### config.mk
export PLATFORM = sky130hd
export DESIGN_NAME = cache_rd_arbiter
export DESIGN_NICKNAME = d
export VERILOG_FILES = /design/src/rtl/cache_rd_arbiter.sv
export SDC_FILE = /design/constraint.sdc
export NUM_CORES = 1
export LEC_CHECK = 0
export CAP_MARGIN = 20
export CORE_MARGIN = 5
export CORE_UTILIZATION = 30
export DETAILED_ROUTE_END_ITERATION = 10
export HOLD_SLACK_MARGIN = 0.02
export PLACE_DENSITY = 0.82
export SYNTH_ARGS = -nofsm -noshare
export SYNTH_HDL_FRONTEND = slang
export SYNTH_SLANG_ARGS = --single-unit
### constraint.sdc
create_clock -name clk -period 1.35 [get_ports clk]
set_input_delay 0.135 -clock clk [delete_from_list [all_inputs] [get_ports clk]]
set_output_delay 0.135 -clock clk [all_outputs]
set_load 0.01 [all_outputs]
### src/rtl/cache_rd_arbiter.sv
// Shares one AXI read channel (AR/R) between the icache and dcache miss ports.
// One transaction in flight at a time; ties are broken round-robin.
module cache_rd_arbiter #(
    parameter logic [3:0] INST_ID = 4'd0,
    parameter logic [3:0] DATA_ID = 4'd1
) (
    input  logic        clk,
    input  logic        resetn,

    input  logic        inst_rd_req,
    input  logic [2:0]  inst_rd_type,
    input  logic [31:0] inst_rd_addr,
    output logic        inst_rd_rdy,
    output logic        inst_ret_valid,
    output logic        inst_ret_last,
    output logic [31:0] inst_rdata,

    input  logic        data_rd_req,
    input  logic [2:0]  data_rd_type,
    input  logic [31:0] data_rd_addr,
    output logic        data_rd_rdy,
    output logic        data_ret_valid,
    output logic        data_ret_last,
    output logic [31:0] data_rdata,

    output logic [3:0]  arid,
    output logic [31:0] araddr,
    output logic [7:0]  arlen,
    output logic [2:0]  arsize,
    output logic [1:0]  arburst,
    output logic [1:0]  arlock,
    output logic [3:0]  arcache,
    output logic [2:0]  arprot,
    output logic        arvalid,
    input  logic        arready,

    input  logic [3:0]  rid,
    input  logic [31:0] rdata,
    input  logic [1:0]  rresp,
    input  logic        rlast,
    input  logic        rvalid,
    output logic        rready
);

    typedef enum logic [1:0] {
        IDLE = 2'd0,
        AR   = 2'd1,
        R    = 2'd2
    } state_e;

    state_e      state_q, state_d;

    logic [31:0] araddr_q;
    logic [3:0]  arid_q;
    logic [7:0]  arlen_q;
    logic [2:0]  arsize_q;
    logic        ownerData_q;
    logic        lastGrantData_q;

    logic        grantInst, grantData, accept;
    logic [2:0]  selType;
    logic [31:0] selAddr;
    logic        selLine;
    logic        unusedBits;

    // Routing relies only on the registered owner, so rid/rresp carry no meaning here.
    assign unusedBits = ^{rid, rresp};

    // On a tie the port that did not win last time gets the channel.
    assign grantData = (state_q == IDLE) && data_rd_req && (!inst_rd_req || !lastGrantData_q);
    assign grantInst = (state_q == IDLE) && inst_rd_req && !grantData;
    assign accept    = grantInst || grantData;

    assign selType = grantData ? data_rd_type : inst_rd_type;
    assign selAddr = grantData ? data_rd_addr : inst_rd_addr;
    assign selLine = (selType == 3'b100);

    always_ff @(posedge clk or negedge resetn) begin
        if (!resetn) begin
            state_q <= IDLE;
        end else begin
            state_q <= state_d;
        end
    end

    always_comb begin
        state_d = state_q;
        case (state_q)
            IDLE: if (accept)          state_d = AR;
            AR:   if (arready)         state_d = R;
            R:    if (rvalid && rlast) state_d = IDLE;
            default:                   state_d = IDLE;
        endcase
    end

    always_ff @(posedge clk or negedge resetn) begin
        if (!resetn) begin
            araddr_q        <= 32'd0;
            arid_q          <= 4'd0;
            arlen_q         <= 8'd0;
            arsize_q        <= 3'd0;
            ownerData_q     <= 1'b0;
            lastGrantData_q <= 1'b0;
        end else if (accept) begin
            araddr_q        <= selAddr;
            arid_q          <= grantData ? DATA_ID : INST_ID;
            arlen_q         <= selLine ? 8'd3 : 8'd0;
            arsize_q        <= selLine ? 3'd2 : {1'b0, selType[1:0]};
            ownerData_q     <= grantData;
            lastGrantData_q <= grantData;
        end
    end

    // Every output is forced low while reset is held, including the fixed burst type.
    always_comb begin
        inst_rd_rdy    = 1'b0;
        inst_ret_valid = 1'b0;
        inst_ret_last  = 1'b0;
        inst_rdata     = 32'd0;
        data_rd_rdy    = 1'b0;
        data_ret_valid = 1'b0;
        data_ret_last  = 1'b0;
        data_rdata     = 32'd0;
        arid           = 4'd0;
        araddr         = 32'd0;
        arlen          = 8'd0;
        arsize         = 3'd0;
        arburst        = 2'b00;
        arvalid        = 1'b0;
        rready         = 1'b0;
        if (resetn) begin
            arid    = arid_q;
            araddr  = araddr_q;
            arlen   = arlen_q;
            arsize  = arsize_q;
            arburst = 2'b01;
            case (state_q)
                IDLE: begin
                    inst_rd_rdy = grantInst;
                    data_rd_rdy = grantData;
                end
                AR: begin
                    arvalid = 1'b1;
                end
                R: begin
                    rready = 1'b1;
                    if (ownerData_q) begin
                        data_ret_valid = rvalid;
                        data_ret_last  = rvalid && rlast;
                        data_rdata     = rdata;
                    end else begin
                        inst_ret_valid = rvalid;
                        inst_ret_last  = rvalid && rlast;
                        inst_rdata     = rdata;
                    end
                end
                default: ;
            endcase
        end
    end

    assign arlock  = 2'b00;
    assign arcache = 4'd0;
    assign arprot  = 3'd0;

endmodule
==> results.json <==
{
  "via_per_inst": 5.05,
  "layout_common_cells": "clkdlybuf4s50_1 (114), and2_1 (64), buf_2 (55)",
  "drive_above_1_share_pct": 27.3,
  "drtIter0Drc": 197,
  "start_util_pct": 30.7,
  "skew_ps": 7.14,
  "synthFlopType": "dfrtp_1",
  "synth_top_area_share_pct": 31.9,
  "stdcell_count": 742,
  "antenna_found_initial": 1,
  "n_antenna_cell": 0,
  "firstDrtPassIters": 4,
  "ys_ff_latch": 38,
  "path_buf_inv": 3,
  "syn_inst": 369,
  "cp-startpoint": "state_q[0]",
  "synthMuxAreaShare_pct": 0,
  "maxCapViolations": 0,
  "grt_pass1_vias": 3845,
  "cts_max_path_buffers": 2,
  "syn_area_um2": 2980,
  "maxSlewViolCount": 0,
  "ioPinCount": 245,
  "die_h_um": 110,
  "cts_tree": "built",
  "synth_area_leaders": "dfrtp_1 (32%), and2_1 (15%), o2111ai_1 (9.7%)",
  "synth_edf_count": 0,
  "post_drt_wl_per_cell_um": 18.4,
  "min_period_over_period_pct": 127,
  "critPathCaptureType": "output pin",
  "async_flop_share_pct": 100,
  "io_buffers": 218,
  "route.detailed.drc": 0,
  "path_class": "reg -> out",
  "synth-xor-area-share_pct": 0,
  "slowest_delay_ps": 390,
  "rr_startpoint": "state_q[0]",
  "path_clk_slew_ps": 80,
  "h-tree-depth": 2,
  "wirelength_mm": 13.6,
  "dp_cells": 709,
  "nFillCells": 871,
  "finalWorstSetupSlack_ps": -370,
  "synth_cell_types": 31,
  "synth_adder_area_share_pct": 0,
  "die-width_um": 110,
  "worstPathMaxFanout": 5,
  "ant_nets": 0,
  "critPathLaunchType": "flip-flop",
  "cts_sinks": 38,
  "dp_hpwl_mm": 9.82,
  "grt_pass1_wl_mm": 20.1,
  "cpLargestDelayFamily": "buffers and inverters",
  "hold_viol": 0,
  "finalSetupViolCount": 115,
  "gp_congestion": 0.901,
  "cpMaxStageDelayCell": "dfrtp_1",
  "synth_compound_area_share_pct": 26.2,
  "via_count": 3748,
  "synth_top_family_by_area": "compound AO/OA/AOI/OAI gates",
  "cts-buffers-inserted": 5,
  "worstMarginPinSlew_ps": 864,
  "die_area_um2": 12000,
  "yosysTopAreaCell": "dfrtp_1",
  "layout_commonest_cell": "clkdlybuf4s50_1",
  "synth-simple-area-share_pct": 25.2,
  "num_rows": 36,
  "root_buffer": "clkbuf_8",
  "cp.required_ps": 1220,
  "p_leak_uw": 0.00302,
  "status": "complete, but fails checks",
  "hp-class": "in -> async",
  "rsz0062_at_grt": "true",
  "ff2ff_setup_slack_ps": -360,
  "violations": "negative setup slack",
  "ys_warn_count": 0,
  "grt_start_max_net_pins": 46,
  "whs_ps": 153,
  "gr-total-overflow": 0,
  "coreArea_um2": 9730,
  "fmax_mhz": 581,
  "cp.arrival_ps": 1590,
  "vdd_drop_max_uv": 620,
  "avgSynthCellArea_um2": 8.09,
  "clk-insertion-delay-late_ps": 290,
  "power_density_nw_per_um2": 1430,
  "final_nets": 724,
  "syn_to_final_growth_pct": 91.7,
  "slew_headroom_pct": 42.3,
  "synth-seq-area-share_pct": 31.9,
  "fin_crit_ps": 1720,
  "utilization_pct": 58.8,
  "gr-usage-all-layers_pct": 21.5,
  "crit_chain": "buf_4, buf_6, a211oi_4, nand2_2, nor2_2, buf_2"
}
==> layout make-up <==
type | instances | area [um2] | share of cell area [%]
Tap cell | 133 | 166 | 2.91
Timing Repair Buffer | 275 | 2640 | 46.1
Multi-Input combinational cell | 251 | 1740 | 30.5
Clock buffer | 7 | 76.3 | 1.33
Inverter | 38 | 143 | 2.49
Sequential cell | 38 | 952 | 16.6
==> through the flow <==
| stage | total power, uW | area, um2 | setup WS, ps | setup TNS (ps) |
|---|---|---|---|---|
| final | 8160 | 5720 | -370 | -29670 |
| after global routing | 8750 | 5720 | -469 | -37970 |
| after CTS | 7660 | 5390 | -349 | -33260 |
| after detailed placement | 6320 | 5310 | -480 | -44140 |
| after global placement | 6160 | 5310 | -456 | -39630 |
| after floorplan | 4240 | 3070 | -8.53 | -264 |
==> state kept, by name (all words and copies together), names as in the netlist <==
signal and count:
arsize_q 2, lastGrantData_q 1, state_q 2, araddr_q 32, arlen_q 1
==> metal layers <==
| metal | track usage, % | vias to the layer above | routed length, um |
|---|---|---|---|
| met5 | 0 | - | 7 |
| met4 | 9.62 | 2 | 449 |
| met1 | 23.9 | 1755 | 4940 |
| met2 | 38.4 | 211 | 7000 |
| met3 | 5.58 | 31 | 1240 |
| li1 | - | 1749 | - |
==> timing repair <==
item / in CTS / in global routing
hold buffers: 3 / 0
resized for setup: 340 / 78
buffers inserted: 9 / 9
pin swaps: 7 / 11
cloned: 6 / 1
setup endpoints to repair: 144 / 151
hold endpoints to repair: 31 / 0
==> path summary, 6_finish.rpt <==
| kind | end | cells past startpoint |
|---|---|---|
| max in group asynchronous | araddr_q[20] | 3 |
| min | araddr_q[3] | 3 |
| min reg2reg | araddr_q[4] | 2 |
| min in group clk | araddr_q[13] | 3 |
| max reg2reg | arlen_q[0] | 7 |
| max | data_rd_rdy | 6 |
==> report_power, final <==
group | leakage, uW | internal, uW | switching [uW] | total [uW]
clock | 0.0000383 | 356 | 399 | 755
combinational | 0.00251 | 2880 | 2550 | 5430
sequential | 0.000468 | 1700 | 269 | 1970
total | 0.00302 | 4940 | 3220 | 8160
==> Yosys cell counts (2+ instances only) <==
cell	number
dfrtp_1	38
and3_1	34
inv_1	37
nor2_1	5
clkbuf_1	26
buf_2	9
buf_4	22
buf_6	4
o2111ai_1	33
o21ai_1	2
and2_1	70
nand2_1	2
o21ai_0	36
o211ai_1	33
nand2b_1	2
==> logic make-up after synthesis <==
logic type | after synthesis
buf+inv | 99
compound gates | 110
other cells | 1
flops | 38
simple gates | 121
==> tightest hold or removal path, stage by stage <==
cell and delay (ps):
buf_2 160, buf_4 280, buf_4 200
Note: power is estimated with default switching activity, not from simulation.
